===== src/rtl/seq_restoring_divider_if.sv =====
// Start/busy/done handshake bundle for the sequential restoring divider.
// The master issues operands; the slave (divider) returns the registered result and flags.
interface seq_restoring_divider_if #(
    parameter int WIDTH = 8
);
    logic                   start;
    logic [WIDTH-1:0]       dividend;
    logic [WIDTH-1:0]       divisor;
    logic                   busy;
    logic                   done;
    logic [WIDTH-1:0]       quotient;
    logic [WIDTH-1:0]       remainder;
    logic [2*WIDTH-1:0]     result;
    logic                   div_by_zero;
    logic                   overflow;

    modport master (
        output start, dividend, divisor,
        input  busy, done, quotient, remainder, result, div_by_zero, overflow
    );

    modport slave (
        input  start, dividend, divisor,
        output busy, done, quotient, remainder, result, div_by_zero, overflow
    );
endinterface


===== src/rtl/seq_restoring_divider.sv =====
// Multi-cycle restoring divider (one quotient bit per clock, fixed WIDTH+1 cycle latency).
// Define DIVIDER_SIGNED_EN for two's-complement division; the default build is unsigned.
module seq_restoring_divider #(
    parameter int WIDTH = 8
) (
    input  logic                   clk,
    input  logic                   rst,
    seq_restoring_divider_if.slave bus
);
    localparam int CW = $clog2(WIDTH + 1);

    typedef enum logic [1:0] {
        ST_IDLE = 2'd0,
        ST_RUN  = 2'd1,
        ST_DONE = 2'd2
    } state_t;

    state_t             state_r;
    logic [CW-1:0]      count_r;
    logic [WIDTH-1:0]   rem_r;
    logic [WIDTH-1:0]   quo_r;
    logic [WIDTH-1:0]   dvsr_r;
    logic [WIDTH-1:0]   divd_raw_r;
    logic               neg_q_r;
    logic               neg_r_r;
    logic               ovf_pend_r;
    logic               busy_r;
    logic               done_r;
    logic [WIDTH-1:0]   quotient_r;
    logic [WIDTH-1:0]   remainder_r;
    logic               div_by_zero_r;
    logic               overflow_r;

    logic [WIDTH:0]     shifted_s;
    logic [WIDTH:0]     trial_s;
    logic [WIDTH-1:0]   rem_next_s;
    logic [WIDTH-1:0]   quo_next_s;

    function automatic logic [WIDTH-1:0] neg_val(input logic [WIDTH-1:0] x);
        return ~x + {{(WIDTH-1){1'b0}}, 1'b1};
    endfunction

`ifdef DIVIDER_SIGNED_EN
    localparam logic [WIDTH-1:0] MIN_VAL = {1'b1, {(WIDTH-1){1'b0}}};

    // The most negative value maps onto itself, which is its correct unsigned magnitude.
    function automatic logic [WIDTH-1:0] abs_val(input logic [WIDTH-1:0] x);
        if (x[WIDTH-1] == 1'b1) begin
            return neg_val(x);
        end else begin
            return x;
        end
    endfunction
`endif

    // One restoring step: shift {R,Q} left and keep the trial difference when it is non-negative.
    always_comb begin
        shifted_s = {rem_r, quo_r[WIDTH-1]};
        trial_s   = shifted_s - {1'b0, dvsr_r};
        if (trial_s[WIDTH] == 1'b0) begin
            rem_next_s = trial_s[WIDTH-1:0];
            quo_next_s = {quo_r[WIDTH-2:0], 1'b1};
        end else begin
            rem_next_s = shifted_s[WIDTH-1:0];
            quo_next_s = {quo_r[WIDTH-2:0], 1'b0};
        end
    end

    // Control FSM, iteration datapath and registered result/flag outputs.
    always_ff @(posedge clk) begin
        if (rst) begin
            state_r       <= ST_IDLE;
            count_r       <= {CW{1'b0}};
            rem_r         <= {WIDTH{1'b0}};
            quo_r         <= {WIDTH{1'b0}};
            dvsr_r        <= {WIDTH{1'b0}};
            divd_raw_r    <= {WIDTH{1'b0}};
            neg_q_r       <= 1'b0;
            neg_r_r       <= 1'b0;
            ovf_pend_r    <= 1'b0;
            busy_r        <= 1'b0;
            done_r        <= 1'b0;
            quotient_r    <= {WIDTH{1'b0}};
            remainder_r   <= {WIDTH{1'b0}};
            div_by_zero_r <= 1'b0;
            overflow_r    <= 1'b0;
        end else begin
            case (state_r)
                ST_IDLE, ST_DONE: begin
                    done_r <= 1'b0;
                    if (bus.start) begin
                        state_r       <= ST_RUN;
                        busy_r        <= 1'b1;
                        count_r       <= CW'(WIDTH);
                        rem_r         <= {WIDTH{1'b0}};
                        divd_raw_r    <= bus.dividend;
                        div_by_zero_r <= 1'b0;
                        overflow_r    <= 1'b0;
`ifdef DIVIDER_SIGNED_EN
                        quo_r      <= abs_val(bus.dividend);
                        dvsr_r     <= abs_val(bus.divisor);
                        neg_q_r    <= bus.dividend[WIDTH-1] ^ bus.divisor[WIDTH-1];
                        neg_r_r    <= bus.dividend[WIDTH-1];
                        ovf_pend_r <= (bus.dividend == MIN_VAL) && (bus.divisor == {WIDTH{1'b1}});
`else
                        quo_r      <= bus.dividend;
                        dvsr_r     <= bus.divisor;
                        neg_q_r    <= 1'b0;
                        neg_r_r    <= 1'b0;
                        ovf_pend_r <= 1'b0;
`endif
                    end else begin
                        state_r <= ST_IDLE;
                        busy_r  <= 1'b0;
                    end
                end
                ST_RUN: begin
                    if (count_r == {CW{1'b0}}) begin
                        state_r <= ST_DONE;
                        busy_r  <= 1'b0;
                        done_r  <= 1'b1;
                        if (dvsr_r == {WIDTH{1'b0}}) begin
                            // Divide-by-zero: iteration result is discarded in favour of fixed values.
                            quotient_r    <= {WIDTH{1'b1}};
                            remainder_r   <= divd_raw_r;
                            div_by_zero_r <= 1'b1;
                            overflow_r    <= 1'b0;
                        end else begin
                            quotient_r    <= neg_q_r ? neg_val(quo_r) : quo_r;
                            remainder_r   <= neg_r_r ? neg_val(rem_r) : rem_r;
                            div_by_zero_r <= 1'b0;
                            overflow_r    <= ovf_pend_r;
                        end
                    end else begin
                        rem_r   <= rem_next_s;
                        quo_r   <= quo_next_s;
                        count_r <= count_r - CW'(1);
                    end
                end
                default: begin
                    state_r <= ST_IDLE;
                    busy_r  <= 1'b0;
                    done_r  <= 1'b0;
                end
            endcase
        end
    end

    assign bus.busy        = busy_r;
    assign bus.done        = done_r;
    assign bus.quotient    = quotient_r;
    assign bus.remainder   = remainder_r;
    assign bus.result      = {remainder_r, quotient_r};
    assign bus.div_by_zero = div_by_zero_r;
    assign bus.overflow    = overflow_r;
endmodule


===== src/flat_wrapper.sv =====
// flat-port wrapper written by rule: the top's interface ports become plain ports
module seq_restoring_divider_flat 
#(
    parameter int WIDTH = 8
)
  (clk, rst, bus_start, bus_dividend, bus_divisor, bus_busy, bus_done, bus_quotient, bus_remainder, bus_result, bus_div_by_zero, bus_overflow);
  seq_restoring_divider_if #(.WIDTH(WIDTH)) bus_i ();
  input  logic clk;
  input  logic rst;
  input wire logic [$bits(bus_i.start)-1:0] bus_start;
  input wire logic [$bits(bus_i.dividend)-1:0] bus_dividend;
  input wire logic [$bits(bus_i.divisor)-1:0] bus_divisor;
  output wire logic [$bits(bus_i.busy)-1:0] bus_busy;
  output wire logic [$bits(bus_i.done)-1:0] bus_done;
  output wire logic [$bits(bus_i.quotient)-1:0] bus_quotient;
  output wire logic [$bits(bus_i.remainder)-1:0] bus_remainder;
  output wire logic [$bits(bus_i.result)-1:0] bus_result;
  output wire logic [$bits(bus_i.div_by_zero)-1:0] bus_div_by_zero;
  output wire logic [$bits(bus_i.overflow)-1:0] bus_overflow;
  assign bus_i.start = bus_start;
  assign bus_i.dividend = bus_dividend;
  assign bus_i.divisor = bus_divisor;
  assign bus_busy = bus_i.busy;
  assign bus_done = bus_i.done;
  assign bus_quotient = bus_i.quotient;
  assign bus_remainder = bus_i.remainder;
  assign bus_result = bus_i.result;
  assign bus_div_by_zero = bus_i.div_by_zero;
  assign bus_overflow = bus_i.overflow;
  seq_restoring_divider #(.WIDTH(WIDTH)) u_core (.clk(clk), .rst(rst), .bus(bus_i));
endmodule

===== config.mk =====
export PLATFORM = sky130hd
export DESIGN_NAME = seq_restoring_divider_flat
export DESIGN_NICKNAME = d
export VERILOG_FILES = /design/src/rtl/seq_restoring_divider_if.sv /design/src/rtl/seq_restoring_divider.sv /design/src/flat_wrapper.sv
export SDC_FILE = /design/constraint.sdc
export NUM_CORES = 1
export LEC_CHECK = 0
export BUFFER_PORTS_ARGS = -buffer_cell sky130_fd_sc_hd__buf_4
export CAP_MARGIN = 0
export CORE_MARGIN = 2
export CORE_UTILIZATION = 54
export CTS_CLUSTER_DIAMETER = 30
export CTS_CLUSTER_SIZE = 12
export DETAILED_ROUTE_END_ITERATION = 12
export PLACE_DENSITY_LB_ADDON = 0.05
export SYNTH_ARGS = -nofsm -noshare
export SYNTH_HDL_FRONTEND = slang
export SYNTH_SLANG_ARGS = --single-unit
export TNS_END_PERCENT = 1

===== constraint.sdc =====
create_clock -name clk -period 2.5 [get_ports clk]
set_clock_uncertainty 0.05 [all_clocks]
set_input_delay 0.125 -clock clk [delete_from_list [all_inputs] [get_ports clk]]
set_output_delay 0.125 -clock clk [all_outputs]
set_load 0.01 [all_outputs]

==> metrics.yaml, run 1 <==
yosys:
  synthMuxAreaShare: 0.0534
  synth_flop_cell: "dfxtp_1"
  async_flop_share: 0
  synth_top_family_by_area: "simple AND/OR/NAND/NOR gates"
  synth_top_cell_area_share: 0.427
  syn_inst: 316
  ys_seq_area_frac: 0.427
  syn_avg_cell_area_um2: 8.31
  synth_edf_count: 0
  synth_fa_ha_area_frac: 0.0505
  yosys.area_share.xor_xnor: 0.0267
  synth.distinct_cells: 39
  synth_area_leaders: "dfxtp_1 (43%), nand2_1 (8.6%), mux2i_1 (5.3%)"
  ys_seq_elements: 56
  synth_common_cells: "nand2_1 (60), dfxtp_1 (56), nor2_1 (28), a21oi_1 (26), buf_4 (17)"
  synth_compound_area_frac: 0.165
  synth_area_um2: 2630
  yosysTopAreaCell: "dfxtp_1"
  synth.most_common_cell: "nand2_1"
  synthSimpleGateAreaFrac: 0.187
  ys_warn_count: 0
  synth.net_count: 345
worst_setup_path:
  critPathTopFamily: "adder cells"
  crit_start: "u_core.quo_r[7]$_SDFFE_PP0P_"
  cp-start-kind: "register"
  arrival_ns: 2.48
  crit_fanout: 10
  required_ns: 2.67
  path_cells: "inv_1 > ha_1 > inv_1 > fa_2 > a211oi_2 > nor3b_2 > mux2i_2 > nor2_4 > nand2_1 > a32o_1"
  crit_type: "reg -> reg"
  crit_slowest_cell: "fa_2"
  path_buf_inv: 2
  r2r_start: "u_core.quo_r[7]$_SDFFE_PP0P_"
  worst_path_most_repeated_cell: "inv_1"
  rr_worst_depth: 10
  rrSetupSlack_ns: 0.19
  reg2reg_to: "u_core.rem_r[0]$_SDFFE_PP0P_"
  max_stage_delay_ns: 0.37
  crit_path_end_kind: "register"
floorplanning:
  core_area_um2: 4690
  die-area_um2: 5430
  ioPinCount: 55
  std_cell_rows: 25
  die_width_um: 73.7
  die_y_um: 73.7
  initial_core_util: 0.559
clock_network:
  clk_path_buf_depth: 2
  cts_setup_buffers: 0
  htreeDepth: 2
  cts.sinks: 56
  cts_tree: "done"
  clk_pin_slew_ns: 0.10
  cts-root-buf: "clkbuf_8"
  clk_latency_ns: 0.32
  numCtsBuffers: 5
global_route:
  grt_usage: 0.227
  grt_pass1_wl_um: 9520
  grt_max_degree: 52
  grt-ovfl-total: 0
  antenna_found_initial: 0
  grt_pass1_vias: 2030
run_status:
  status: "complete, no violations"
place:
  globalplace.congestion: 0.864
  hpwlAfterDp_um: 4030
  dp.cells: 395
  port_buffers: 53
  place_ws_ns: 0.0867
cells_and_area:
  final_cells: 411
  drive_gt1_frac: 0.202
  area_growth_pct: 18.7
  utilization: 0.664
  fin_nets: 385
  num_antenna_cells: 0
routing:
  wl_met2_um: 2640
  wl_met3_um: 270
  met1_length_um: 2730
  drtAntennaViolNets: 0
  drtIter0Drc: 146
  vias_per_cell: 5.35
  wl_per_cell_um: 13.9
  wl_um: 5720
  via_count: 2200
  drc: 0
  drtPass1Iterations: 4
  routed.top_layer: "met4"
sta:
  tightest_slew_ns: 0.742
  hold_ws_ns: 0.0131
  fin_crit_sh: 0.924
  grt_setup_unrepaired: "no"
  fmax_mhz: 433
  fin_setup_tns_ns: 0
  final_max_slew_viol_count: 0
  setup_violations: 0
  relSlewSlack: 0.506
  period_needed_ns: 2.31
  final_hold_viol_count: 0
  final.setup.worst_slack_ns: 0.189
worst_hold_path:
  min_to: "u_core.divd_raw_r[7]$_SDFFE_PP0P_"
  worstHoldStart: "bus_dividend[7]"
  min_path_cells: 3
  hold_path_class: "in -> reg"
run:
  cap_violations: 0
pwr:
  leakagePower_nw: 1.33
  powerDensity_nw_per_um2: 657
  peakVddDrop_uv: 459
[through the flow]
stage	instance area (um2)	power, W
2_1_floorplan	2630	0.00138
3_3_place_gp	2930	0.00152
3_5_place_dp	2930	0.00153
4_1_cts	3110	0.00206
5_1_grt	3120	0.00215
6_report	3120	0.00205
[report_power, final]
group / switching, W / internal (W)
Sequential: 0.0000486 / 0.000956
Combinational: 0.000276 / 0.000239
Clock: 0.000303 / 0.000227
[sequential cells by signal (all words and copies together), names as in the netlist]
signal / cells
u_core.bus.div_by_zero: 1
u_core.rem_r: 8
u_core.count_r: 4
u_core.quo_r: 8
u_core.bus.quotient: 8
u_core.dvsr_r: 8
u_core.state_r: 2
u_core.bus.done: 1
u_core.divd_raw_r: 8
u_core.bus.remainder: 8
[placed cells by master (no fill, tap or decap), types with 2 or more instances in the layout]
cell	netlist	routed
a31oi_1	8	8
dfxtp_1	56	56
a32oi_1	2	2
a21oi_1	26	26
nand2b_1	4	4
o21ai_1	6	6
buf_4	17	57
a21o_1	2	2
o22ai_1	8	8
nor4_1	3	3
nor2b_1	3	3
nand2_1	60	60
ha_1	9	9
xnor2_1	2	2
xor2_1	6	6
clkbuf_8	0	6
o21ai_0	4	4
nor3_1	6	6
mux2i_1	14	13
nor3b_2	2	2
o31ai_1	2	2
a211oi_1	8	8
inv_1	12	12
nor2_1	28	28
dlygate4sd3_1	0	8
[layer usage]
metal	track usage	vias up
met2	0.367	60
met1	0.305	989
met3	0.0288	8
li1	-	1143
met5	0	-
met4	0.0909	0
[worst max path at each step]
stage                                               to  slack (ns)  cells past startpoint
after detailed placement  u_core.rem_r[0]$_SDFFE_PP0P_        0.09                     10
final                     u_core.rem_r[0]$_SDFFE_PP0P_        0.19                     10
after global placement    u_core.rem_r[0]$_SDFFE_PP0P_        0.11                     10
after floorplan           u_core.rem_r[0]$_SDFFE_PP0P_        0.28                     10
after global routing      u_core.rem_r[5]$_SDFFE_PP0P_        0.04                     10
after CTS                 u_core.rem_r[0]$_SDFFE_PP0P_        0.05                     10
[kinds of logic (layout without fill, tap and decap cells)]
logic type / after synthesis / count (layout)
buffers and inverters: 44 / 85
AND/OR/NAND/NOR: 112 / 112
AO/OA/AOI/OAI: 71 / 71
other: 1 / 1
XOR/XNOR: 8 / 8
multiplexers: 14 / 14
flip-flops: 56 / 56
adder cells (fa/ha/maj): 10 / 10
[final cells by class]
class | count | area [um2]
clock buffer | 6 | 82.6
clock inverter | 2 | 13.8
fill | 413 | 1580
inverter | 12 | 45.0
multi-input combinational | 216 | 1280
sequential | 56 | 1120
tap | 54 | 67.6
timing repair buffer | 65 | 508
[repair_timing]
item                                    in CTS  in global routing
hold buffers                                 8                  0
endpoints found under the setup margin       0                  8
resized for setup                            0                  2
hold endpoints to repair                     8                  0
[worst min-delay path, delay by kind of cell]
family                 cells  cell delay, ns
AO/OA/AOI/OAI              1            0.05
buffers and inverters      1            0.12
AND/OR/NAND/NOR            1            0.05
(Power assumes the default switching activity.)
==> run 2: changes to the inputs <==
--- a/config.mk
+++ b/config.mk
@@ -5,7 +5,7 @@
 export SDC_FILE = /design/constraint.sdc
 export NUM_CORES = 1
 export LEC_CHECK = 0
-export BUFFER_PORTS_ARGS = -buffer_cell sky130_fd_sc_hd__buf_4
+export BUFFER_PORTS_ARGS = -buffer_cell sky130_fd_sc_hd__buf_2
 export CAP_MARGIN = 0
 export CORE_MARGIN = 2
 export CORE_UTILIZATION = 54
==> run 2 against run 1 <==
Compared with the run above: first-iteration DRC count down 35%; sequential cell count is the same; core utilization is 2.0 points lower; global-route usage rose by 0.094 points; clock power up 8.5%; die area unchanged; sequential power about the same; sequential share of layout area increased by 1.1 points; critical path depth is the same; final area down 3.0%; count of clock-buffer cells in the layout is the same; cell count rose by 0.73%; critical path type unchanged.
==> metrics.yaml, run 2 (synthesis gave the netlist of run 1 again) <==
cells_and_area:
  fillers: 414  # +0.24%
  final_area_um2: 3020  # -3.0%
  final_common_cell: "nand2_1"
  layout_common_cells: "nand2_1 (60), dfxtp_1 (56), buf_2 (53), nor2_1 (28), a21oi_1 (26)"
  fin_nets: 388  # +0.78%
  area_growth_pct: 15.2
  utilization: 0.644  # -0.0200
  drive_gt1_frac: 0.203  # +0.00110
  num_antenna_cells: 0  # unchanged
global_route:
  grt-ovfl-total: 0  # unchanged
  grt_pass1_vias: 2038  # +0.39%
  grt_max_degree: 28  # -46%
  grt_usage: 0.228  # +0.000945
  antenna_found_initial: 0  # unchanged
  grt_pass1_wl_um: 9490  # -0.29%
clock_network:
  clk_latency_ns: 0.30  # -0.02 ns
  cts-root-buf: "clkbuf_8"
  cts_setup_buffers: 0  # unchanged
  cts_tree: "done"
  cts.sinks: 56  # unchanged
  clk_path_buf_depth: 2  # unchanged
  clk_pin_slew_ns: 0.09  # about the same
  htreeDepth: 2  # unchanged
  numCtsBuffers: 5  # unchanged
pwr:
  leakagePower_nw: 1.33  # -0.12%
  peakVddDrop_uv: 376  # -18%
  fin_total_pwr_w: 0.00207  # +0.85%
  powerDensity_nw_per_um2: 684  # +4.0%
worst_setup_path:
  crit_fanout: 5  # -5
  arrival_ns: 2.48  # about the same
  rrSetupSlack_ns: 0.17  # -0.02 ns
  crit_path_end_kind: "register"
  cp-start-kind: "register"
  crit_type: "reg -> reg"
  required_ns: 2.65  # -0.02 ns
floorplanning:
  core_area_um2: 4690  # unchanged
  die_width_um: 73.7  # unchanged
  initial_core_util: 0.559  # unchanged
  std_cell_rows: 25  # unchanged
  die-area_um2: 5430  # unchanged
  ioPinCount: 55  # unchanged
  die_y_um: 73.7  # unchanged
routing:
  vias_per_cell: 5.40  # +0.81%
  wl_um: 5690  # -0.51%
  drc: 0  # unchanged
  wl_per_cell_um: 13.7  # -1.2%
  drtPass1Iterations: 4  # unchanged
  via_count: 2234  # +1.5%
  drtAntennaViolNets: 0  # unchanged
  drtIter0Drc: 95  # -35%
sta:
  tightest_slew_ns: 0.730  # -0.0115 ns
  fmax_mhz: 429  # -0.93%
  fin_crit_sh: 0.933  # +0.00865
  relSlewSlack: 0.513  # +0.00766
  final_max_slew_viol_count: 0  # unchanged
  grt_setup_unrepaired: "no"
  period_needed_ns: 2.33  # +0.0216 ns
  fin_setup_tns_ns: 0  # unchanged
  hold_ws_ns: 0.0185  # +0.00540 ns
  setup_violations: 0  # unchanged
  final_hold_viol_count: 0  # unchanged
place:
  port_buffers: 53  # unchanged
  hpwlAfterDp_um: 4090  # +1.5%
  post_dp_cell_area_um2: 2820  # -4.0%
  globalplace.congestion: 0.878  # +1.6%
run:
  cap_violations: 0  # unchanged
run_status:
  status: "complete, no violations"
worst_hold_path:
  hold_path_class: "in -> reg"
-- run 2: report_power, final --
| part | internal (W) | switching (W) |
|---|---|---|
| clock | 0.000298 | 0.000277 |
| combinational | 0.000212 | 0.000279 |
| sequential | 0.000955 | 0.0000461 |
| total | 0.00146 | 0.000602 |
-- run 2: per-layer routing --
metal  global-route usage  vias to the layer above  routed length [um]
li1                     -                     1155                   -
met1                0.304                     1010                2710
met2                0.362                       60                2640
met3               0.0466                        9                 252
met4               0.0828                        0                  91
met5                    0                        -                   0
-- run 2: critical path, cell delays in order (launching register included) --
cell,delay (ns)
dfxtp_1,0.33
inv_1,0.08
ha_1,0.16
inv_1,0.05
fa_1,0.42
a211oi_2,0.27
nor3b_2,0.10
mux2i_4,0.22
nor2_4,0.20
nand2_1,0.08
a32o_1,0.25
-- run 2: through the flow --
step           setup WS, ns  cells
6_report              0.167    414
5_1_grt              0.0160    414
4_1_cts              0.0464    413
3_5_place_dp         0.0747    397
3_3_place_gp          0.118    397
2_1_floorplan         0.282    316
-- run 2: timing repair --
| action | in CTS | in global routing |
|---|---|---|
| hold endpoints to repair | 8 | 0 |
| hold buffers | 8 | 0 |
| setup endpoints to repair | 0 | 8 |
| resized for setup | 0 | 2 |
-- run 2: worst paths after layout --
check,startpoint,cells after the start,endpoint
worst max-delay path,u_core.quo_r[7]$_SDFFE_PP0P_,10,u_core.rem_r[0]$_SDFFE_PP0P_
worst min-delay path,bus_dividend[7],3,u_core.divd_raw_r[7]$_SDFFE_PP0P_
worst max register to register,u_core.quo_r[7]$_SDFFE_PP0P_,10,u_core.rem_r[0]$_SDFFE_PP0P_
worst min register to register,u_core.divd_raw_r[6]$_SDFFE_PP0P_,2,u_core.divd_raw_r[6]$_SDFFE_PP0P_
-- run 2: cell type report --
type	instances	area [um2]	share of cell area
inverter	12	45.0	0.0149
tap	54	67.6	0.0224
multi-input combinational	217	1290	0.427
clock buffer	6	72.6	0.0240
clock inverter	2	35.0	0.0116
timing repair buffer	67	390	0.129
sequential	56	1120	0.371
